### config.mk
export PLATFORM = sky130hd
export DESIGN_NAME = pc_gen
export DESIGN_NICKNAME = d
export VERILOG_FILES = /design/src/rtl/pc_gen.sv
export SDC_FILE = /design/constraint.sdc
export NUM_CORES = 1
export LEC_CHECK = 0
export CELL_PAD_IN_SITES_DETAIL_PLACEMENT = 0
export CELL_PAD_IN_SITES_GLOBAL_PLACEMENT = 1
export CORE_AREA = 2 2 180 182
export CTS_CLUSTER_DIAMETER = 50
export DETAILED_ROUTE_END_ITERATION = 12
export DIE_AREA = 0 0 182 184
export PLACE_DENSITY = 0.54
export REMOVE_ABC_BUFFERS = 1
export SYNTH_ARGS = -nofsm -noshare
export SYNTH_HDL_FRONTEND = slang
export SYNTH_SLANG_ARGS = --single-unit
export TNS_END_PERCENT = 10
### constraint.sdc
create_clock -name clk -period 11.4 [get_ports clk]
set_input_delay 3.42 -clock clk [delete_from_list [all_inputs] [get_ports clk]]
set_output_delay 3.42 -clock clk [all_outputs]
set_load 0.02 [all_outputs]
### src/rtl/pc_gen.sv
// Instruction-fetch program counter: sequential advance under a ready/stall handshake,
// with redirects from flush, branch or the return-address stack.
module pc_gen #(
    parameter int                ADDR_W       = 32,
    parameter logic [ADDR_W-1:0] RESET_VECTOR = '0,
    parameter int                INST_BYTES   = 4,
    parameter int                STALL_W      = 6,
    parameter int                RAS_DEPTH    = 4
) (
    input  logic               clk,
    input  logic               rst,
    input  logic [STALL_W-1:0] stall,
    input  logic               if_ready_i,
    input  logic               flush_i,
    input  logic [ADDR_W-1:0]  flush_pc_i,
    input  logic               branch_flag_i,
    input  logic [ADDR_W-1:0]  branch_target_address_i,
    input  logic               ras_push_i,
    input  logic [ADDR_W-1:0]  ras_push_addr_i,
    input  logic               ras_pop_i,
    output logic [ADDR_W-1:0]  pc_o,
    output logic               ce_o,
    output logic               ras_empty_o,
    output logic               ras_full_o
);

    localparam int PTR_W = $clog2(RAS_DEPTH);
    localparam int CNT_W = PTR_W + 1;
    localparam logic [CNT_W-1:0] CNT_FULL = CNT_W'(RAS_DEPTH);

    typedef enum logic {ST_OFF, ST_RUN} state_t;

    state_t             state_q, state_d;
    logic [ADDR_W-1:0]  pc_q, pc_d;
    logic [ADDR_W-1:0]  pend_pc_q, pend_pc_d;
    logic               pend_v_q, pend_v_d;
    logic [PTR_W-1:0]   top_q, top_d;
    logic [CNT_W-1:0]   cnt_q, cnt_d;
    logic [ADDR_W-1:0]  ras_mem_q [RAS_DEPTH];

    logic               ras_we;
    logic [PTR_W-1:0]   ras_waddr;
    logic               ce;
    logic               adv;
    logic               pop_ok;
    logic               live;
    logic [ADDR_W-1:0]  live_tgt;
    logic               stall_unused;

    assign stall_unused = ^stall[STALL_W-1:1];

    always_comb begin
        ce       = (state_q == ST_RUN);
        adv      = ce & ~stall[0] & if_ready_i;
        pop_ok   = ras_pop_i & (cnt_q != '0);
        live     = branch_flag_i | pop_ok;
        live_tgt = branch_flag_i ? branch_target_address_i : ras_mem_q[top_q];
    end

    always_comb begin
        state_d = state_q;
        case (state_q)
            ST_OFF:  state_d = ST_RUN;
            ST_RUN:  state_d = ST_RUN;
            default: state_d = ST_OFF;
        endcase
    end

    // While OFF, adv and flush are gated by ce, so pc_q simply keeps RESET_VECTOR.
    always_comb begin
        pc_d      = pc_q;
        pend_v_d  = pend_v_q;
        pend_pc_d = pend_pc_q;
        if (flush_i && ce) begin
            pc_d     = flush_pc_i;
            pend_v_d = 1'b0;
        end else if (adv && live) begin
            pc_d     = live_tgt;
            pend_v_d = 1'b0;
        end else if (adv && pend_v_q) begin
            pc_d     = pend_pc_q;
            pend_v_d = 1'b0;
        end else if (adv) begin
            pc_d = pc_q + ADDR_W'(INST_BYTES);
        end else if (live) begin
            pend_v_d  = 1'b1;
            pend_pc_d = live_tgt;
        end
    end

    // Push+pop on a non-empty stack replaces the top slot in place.
    always_comb begin
        top_d     = top_q;
        cnt_d     = cnt_q;
        ras_we    = 1'b0;
        ras_waddr = top_q;
        if (flush_i && ce) begin
            cnt_d = '0;
        end else if (ras_push_i && pop_ok) begin
            ras_we = 1'b1;
        end else if (ras_push_i) begin
            top_d     = top_q + 1'b1;
            ras_waddr = top_q + 1'b1;
            ras_we    = 1'b1;
            if (cnt_q != CNT_FULL) begin
                cnt_d = cnt_q + 1'b1;
            end
        end else if (pop_ok) begin
            top_d = top_q - 1'b1;
            cnt_d = cnt_q - 1'b1;
        end
    end

    always_ff @(posedge clk or negedge rst) begin
        if (!rst) begin
            state_q   <= ST_OFF;
            pc_q      <= RESET_VECTOR;
            pend_v_q  <= 1'b0;
            pend_pc_q <= '0;
            top_q     <= '0;
            cnt_q     <= '0;
        end else begin
            state_q   <= state_d;
            pc_q      <= pc_d;
            pend_v_q  <= pend_v_d;
            pend_pc_q <= pend_pc_d;
            top_q     <= top_d;
            cnt_q     <= cnt_d;
        end
    end

    always_ff @(posedge clk) begin
        if (ras_we) begin
            ras_mem_q[ras_waddr] <= ras_push_addr_i;
        end
    end

    assign pc_o        = pc_q;
    assign ce_o        = ce;
    assign ras_empty_o = (cnt_q == '0);
    assign ras_full_o  = (cnt_q == CNT_FULL);

endmodule

# Yosys cells after proc, flatten, opt, wreduce, memory -nomap -nowiden
# Memory sizes are Yosys's and may differ from the RTL's.
# Cells that the tools add are included.
# word_totals
register_bits,71
ram_bits,128
in_bits,109
out_inout_bits,35
mem_count,1
# memory_table
memory,depth,width,read_ports,rd_ports_with_merged_regs,wr,line,rtl
ras_mem_q,4,32,1,0,1,39,logic [ADDR_W-1:0] ras_mem_q [RAS_DEPTH];
# classes
addsub,5
eq_ne,5
mux,25
bitwise_logic,10
n_reduce_logical,14
# ops
operator,n
$mux 32,5
$add 32x3->32 const B,1
$mux 3,5
$mux 1,10
$mux 2,5
$reduce_bool 4->1,2
$not 1->1,6
$reduce_and 3->1,2
$reduce_bool 3->1,2
$reduce_and 5->1,1
$logic_and 1x1->1,4
$ne 4x1->1 const B,1
$add 3x1->3 const B,1
$and 1x1->1,3
$eq 3x3->1 const B,1
$logic_not 3->1,1
$ne 3x1->1 const B,1
$ne 3x3->1 const B,1
$sub 3x1->3 const B,1
$add 2x1->2 const B,1
$ne 2x2->1 const B,1
$reduce_and 2->1,1
$reduce_bool 2->1,1
$sub 2x1->2 const B,1
$or 1x1->1,1

# Longest topological paths before layout
# depth
depth_word,8
depth_mapped,9

# Worst setup path before layout
# No wires, ideal clock.
# synth_timing
kind,in2reg
from,in ras_pop_i
to,mem ras_mem_q[0][0] (enable)
setup_time_ps,432
arrival_ps,5820
setup_slack_ps,5148
path_stages,6
n_path_buf,0
path_cell_list,o31ai_4 > inv_2 > ha_1 > nor4_1 > nand2_1 > a21oi_1
# synth_via
elab_chain_cells,6
elab_cells_between_ends,8
# synth_rtl
element,line,rtl
start: declaration,20,"input logic ras_pop_i,"
$and 1x1->1 *,55,pop_ok = ras_pop_i & (cnt_q != '0);
$logic_and 1x1->1 *,99,end else if (ras_push_i && pop_ok) begin
$mux 1,99,
$mux 1,97,if (flush_i && ce) begin
$mux 1,133,if (ras_we) begin
$mux 1 (not written as such),134,ras_mem_q[ras_waddr] <= ras_push_addr_i;
end: declaration,39,
# Every way passes the cells marked *; elsewhere a longest branch is shown, timed or not.

# Final worst setup path
# layout_timing
from,in ras_push_i
to,mem ras_mem_q[0][3] (enable)
# layout_via
elab_chain_cells,5
elab_cells_between_ends,9
# layout_rtl
element,line,rtl
start: declaration,18,"input logic ras_push_i,"
$mux 1 / $logic_and 1x1->1 (equally long branches),"101, 99",
$mux 1,99,
$mux 1,97,
$mux 1,133,
$mux 1 (not written as such),134,
# Parallel ways exist; a longest one is shown, timed or not.

==> flow_metrics.py <==
metrics = {
    "place": {
        "dp_slack_ns": 4.69,
        "dp_hpwl_um": 19600,
        "gp_congestion": 0.764,
        "io_buffers": 138,
        "post-place-cells": 1256,
    },
    "synth": {
        "synth_seq_area_share_pct": 60.1,
        "netlist-cell-type-count": 70,
        "synthFlopType": "edfxtp_1",
        "synthesis.area_um2": 9350,
        "synth_edf_count": 128,
        "yosys_warnings": 0,
        "synth_cells": 745,
        "synth_seq_cells": 199,
        "async_flop_share_pct": 35.7,
        "synth.avg_cell_area_um2": 12.6,
    },
    "clocking": {
        "root_buffer": "clkbuf_16",
        "clockBufferDepth": 2,
        "cts_tree": "yes",
        "insertion_delay_ns": 0.44,
        "cts-resized-gates": 0,
        "numCtsBuffers": 17,
        "cts_hold_buf": 0,
        "postCtsSetupBuffers": 0,
        "clk_pin_slew_ns": 0.08,
        "cts.sinks": 199,
        "htreeDepth": 4,
    },
    "die": {
        "fp.coreArea_um2": 31400,
        "io_pins": 144,
        "start_util_pct": 29.8,
        "dieArea_um2": 33500,
        "die_x_um": 182,
        "rows": 65,
        "die_h_um": 184,
    },
    "drt": {
        "dr.pass1.iters": 5,
        "avgViaCountPerCell": 5.22,
        "wl_per_cell_um": 22.8,
        "ant_nets": 0,
        "dr_total_vias": 6717,
        "routed_wl_um": 29400,
        "drc": 0,
        "drt_iter0_markers": 466,
    },
    "worst_setup_path": {
        "crit_start": "ras_push_i",
        "timing.rr.start": "top_q[0]",
        "slowest_delay_ns": 0.68,
        "r2r_slack_ns": 7.75,
        "setup.worst_path.end_class": "flip-flop",
        "cp_slowest_cell": "clkdlybuf4s50_1",
        "arrival_ns": 6.36,
        "path_class": "in -> reg",
        "rr_worst_depth": 7,
        "crit_chain": "clkdlybuf4s50_1 -> inv_1 -> ha_1 -> nor4_1 -> nand2_1 -> a21oi_4 -> buf_4",
        "cp_data_required_time_ns": 11.52,
        "endpoint": "ras_mem_q[0][3]",
        "crit_path_max_fanout": 19,
        "r2r_end": "ras_mem_q[0][3]",
        "cp-start-kind": "primary input",
    },
    "sta": {
        "fmax_mhz": 160,
        "drv_slew": 0,
        "fin_crit_sh_pct": 54.8,
        "tns_ns": 0,
        "worst_slack_ns": 5.16,
        "rsz0062_at_grt": "no",
        "setup_viol": 0,
        "max_slew_margin_pct": 30.0,
        "finalClockSkew_ns": 0.0126,
        "tightest_slew_ns": 1.04,
        "hold_violations": 0,
        "finalCriticalPeriod_ns": 6.24,
    },
    "cells_and_area": {
        "drive_gt1_share_pct": 11.6,
        "fillers": 3066,
        "layout.cells.most_common": "clkdlybuf4s50_1",
        "area_growth_pct": 26.4,
        "final_cells": 1288,
        "mostFrequentLayoutCells": "clkdlybuf4s50_1 (137), edfxtp_1 (128), nand2_1 (78)",
        "antenna_cells": 0,
        "nets": 988,
    },
    "grt": {
        "grt_overflow": 0,
        "antenna_found_initial": 0,
        "grt_max_degree": 72,
        "grt_pass1_wl_um": 44100,
        "grt_pass1_vias": 6794,
        "gr-usage-all-layers_pct": 17.9,
    },
    "run_status": {
        "outcome": "completed",
    },
    "run": {
        "maxCapViolCount": 0,
    },
    "min_path": {
        "hold_path_class": "reg -> reg",
    },
    "power_and_ir_drop": {
        "peakVddDrop_mv": 0.101,
        "power.density_nw_per_um2": 208,
        "total_leakage_power_nw": 4.23,
        "power_mw": 2.45,
    },
}
[Yosys cell counts, types with 5 or more instances]
library cell / instances / share of area (%)
a211o_1: 5 / 0.47
a211oi_1: 7 / 0.56
a21oi_1: 35 / 1.9
a31oi_1: 11 / 0.74
and3_1: 7 / 0.47
buf_2: 5 / 0.27
clkbuf_1: 33 / 1.3
dfrtp_1: 71 / 19
edfxtp_1: 128 / 41
ha_1: 5 / 0.67
inv_1: 10 / 0.40
mux2i_1: 29 / 3.1
mux4_2: 32 / 7.7
nand2_1: 80 / 3.2
nand3_1: 19 / 1.0
nand4_1: 9 / 0.60
nor2_1: 46 / 1.8
nor3_1: 17 / 0.91
nor4_1: 15 / 1.0
o211ai_1: 6 / 0.48
o21a_1: 5 / 0.40
o21ai_0: 69 / 3.7
or3_1: 8 / 0.54
xnor2_1: 8 / 0.75
xor2_1: 6 / 0.56
[report_power, final]
part / total [mW] / switching, mW / internal (mW)
clock network: 0.647 / 0.311 / 0.335
registers: 1.07 / 0.0966 / 0.969
logic: 0.742 / 0.422 / 0.320
[stage by stage]
stage / area (µm²) / util (%) / hold slack (ns)
floorplan: 9180 / - / 0.444
global placement: 11200 / 35.7 / 0.457
detailed placement: 11200 / 35.7 / 0.465
CTS: 11800 / 37.7 / 0.482
global route: 11800 / 37.7 / 0.506
finish: 11800 / 37.7 / 0.481
[registers in the layout, summed over array words and instances, names as in the netlist]
| register | flops |
|---|---|
| pend_pc_q | 32 |
| cnt_q | 3 |
| top_q | 2 |
| pend_v_q | 1 |
| ce_o | 1 |
| pc_o | 32 |
| ras_mem_q | 128 |
[routing by layer]
metal,share of wire (%),global-route usage (%),vias to the layer above,wire length (µm)
met5,0,0,-,0
met4,0.95,4.71,0,279
met3,2.9,2.02,20,844
met2,48,29.5,159,14200
met1,48,25.3,3414,14000
li1,-,-,3124,-
[worst min-delay path by stage]
stage,from,endpoint,slack [ns],cells past startpoint
after global placement,pend_pc_q[22],pend_pc_q[22],0.46,2
after CTS,pend_pc_q[22],pend_pc_q[22],0.48,2
final,pend_pc_q[22],pend_pc_q[22],0.48,2
after global routing,pend_pc_q[21],pend_pc_q[21],0.51,2
after floorplan,pend_pc_q[17],pend_pc_q[17],0.44,2
after detailed placement,pend_pc_q[21],pend_pc_q[21],0.47,2
[cell type report]
class | instances | area [µm²] | area share, %
Tap cell | 402 | 503 | 4.25
Inverter | 12 | 45.0 | 0.381
Multi-Input combinational cell | 491 | 3570 | 30.2
Clock buffer | 18 | 429 | 3.63
Timing Repair Buffer | 152 | 1480 | 12.5
Clock inverter | 14 | 178 | 1.50
Sequential cell | 199 | 5620 | 47.5
[worst max-delay path, delay by kind of cell]
family          cells  cell delay (ns)
buf+inv             3             1.27
simple gates        2             0.69
compound gates      1             0.60
fa+ha+maj           1             0.35
[logic make-up (layout without fill, tap and decap cells)]
family	Yosys count	in the layout	synth area share (%)
and+or+nand+nor	224	224	11.9
muxes	64	64	11.2
DFF	199	199	60.1
AOI/OAI and AO/OA	182	182	12.3
xor gates and xnor gates	14	14	1.31
other	1	1	0.0401
buffers and inverters	55	196	2.35
adders and majority gates	6	6	0.883
(Power assumes the default switching activity.)
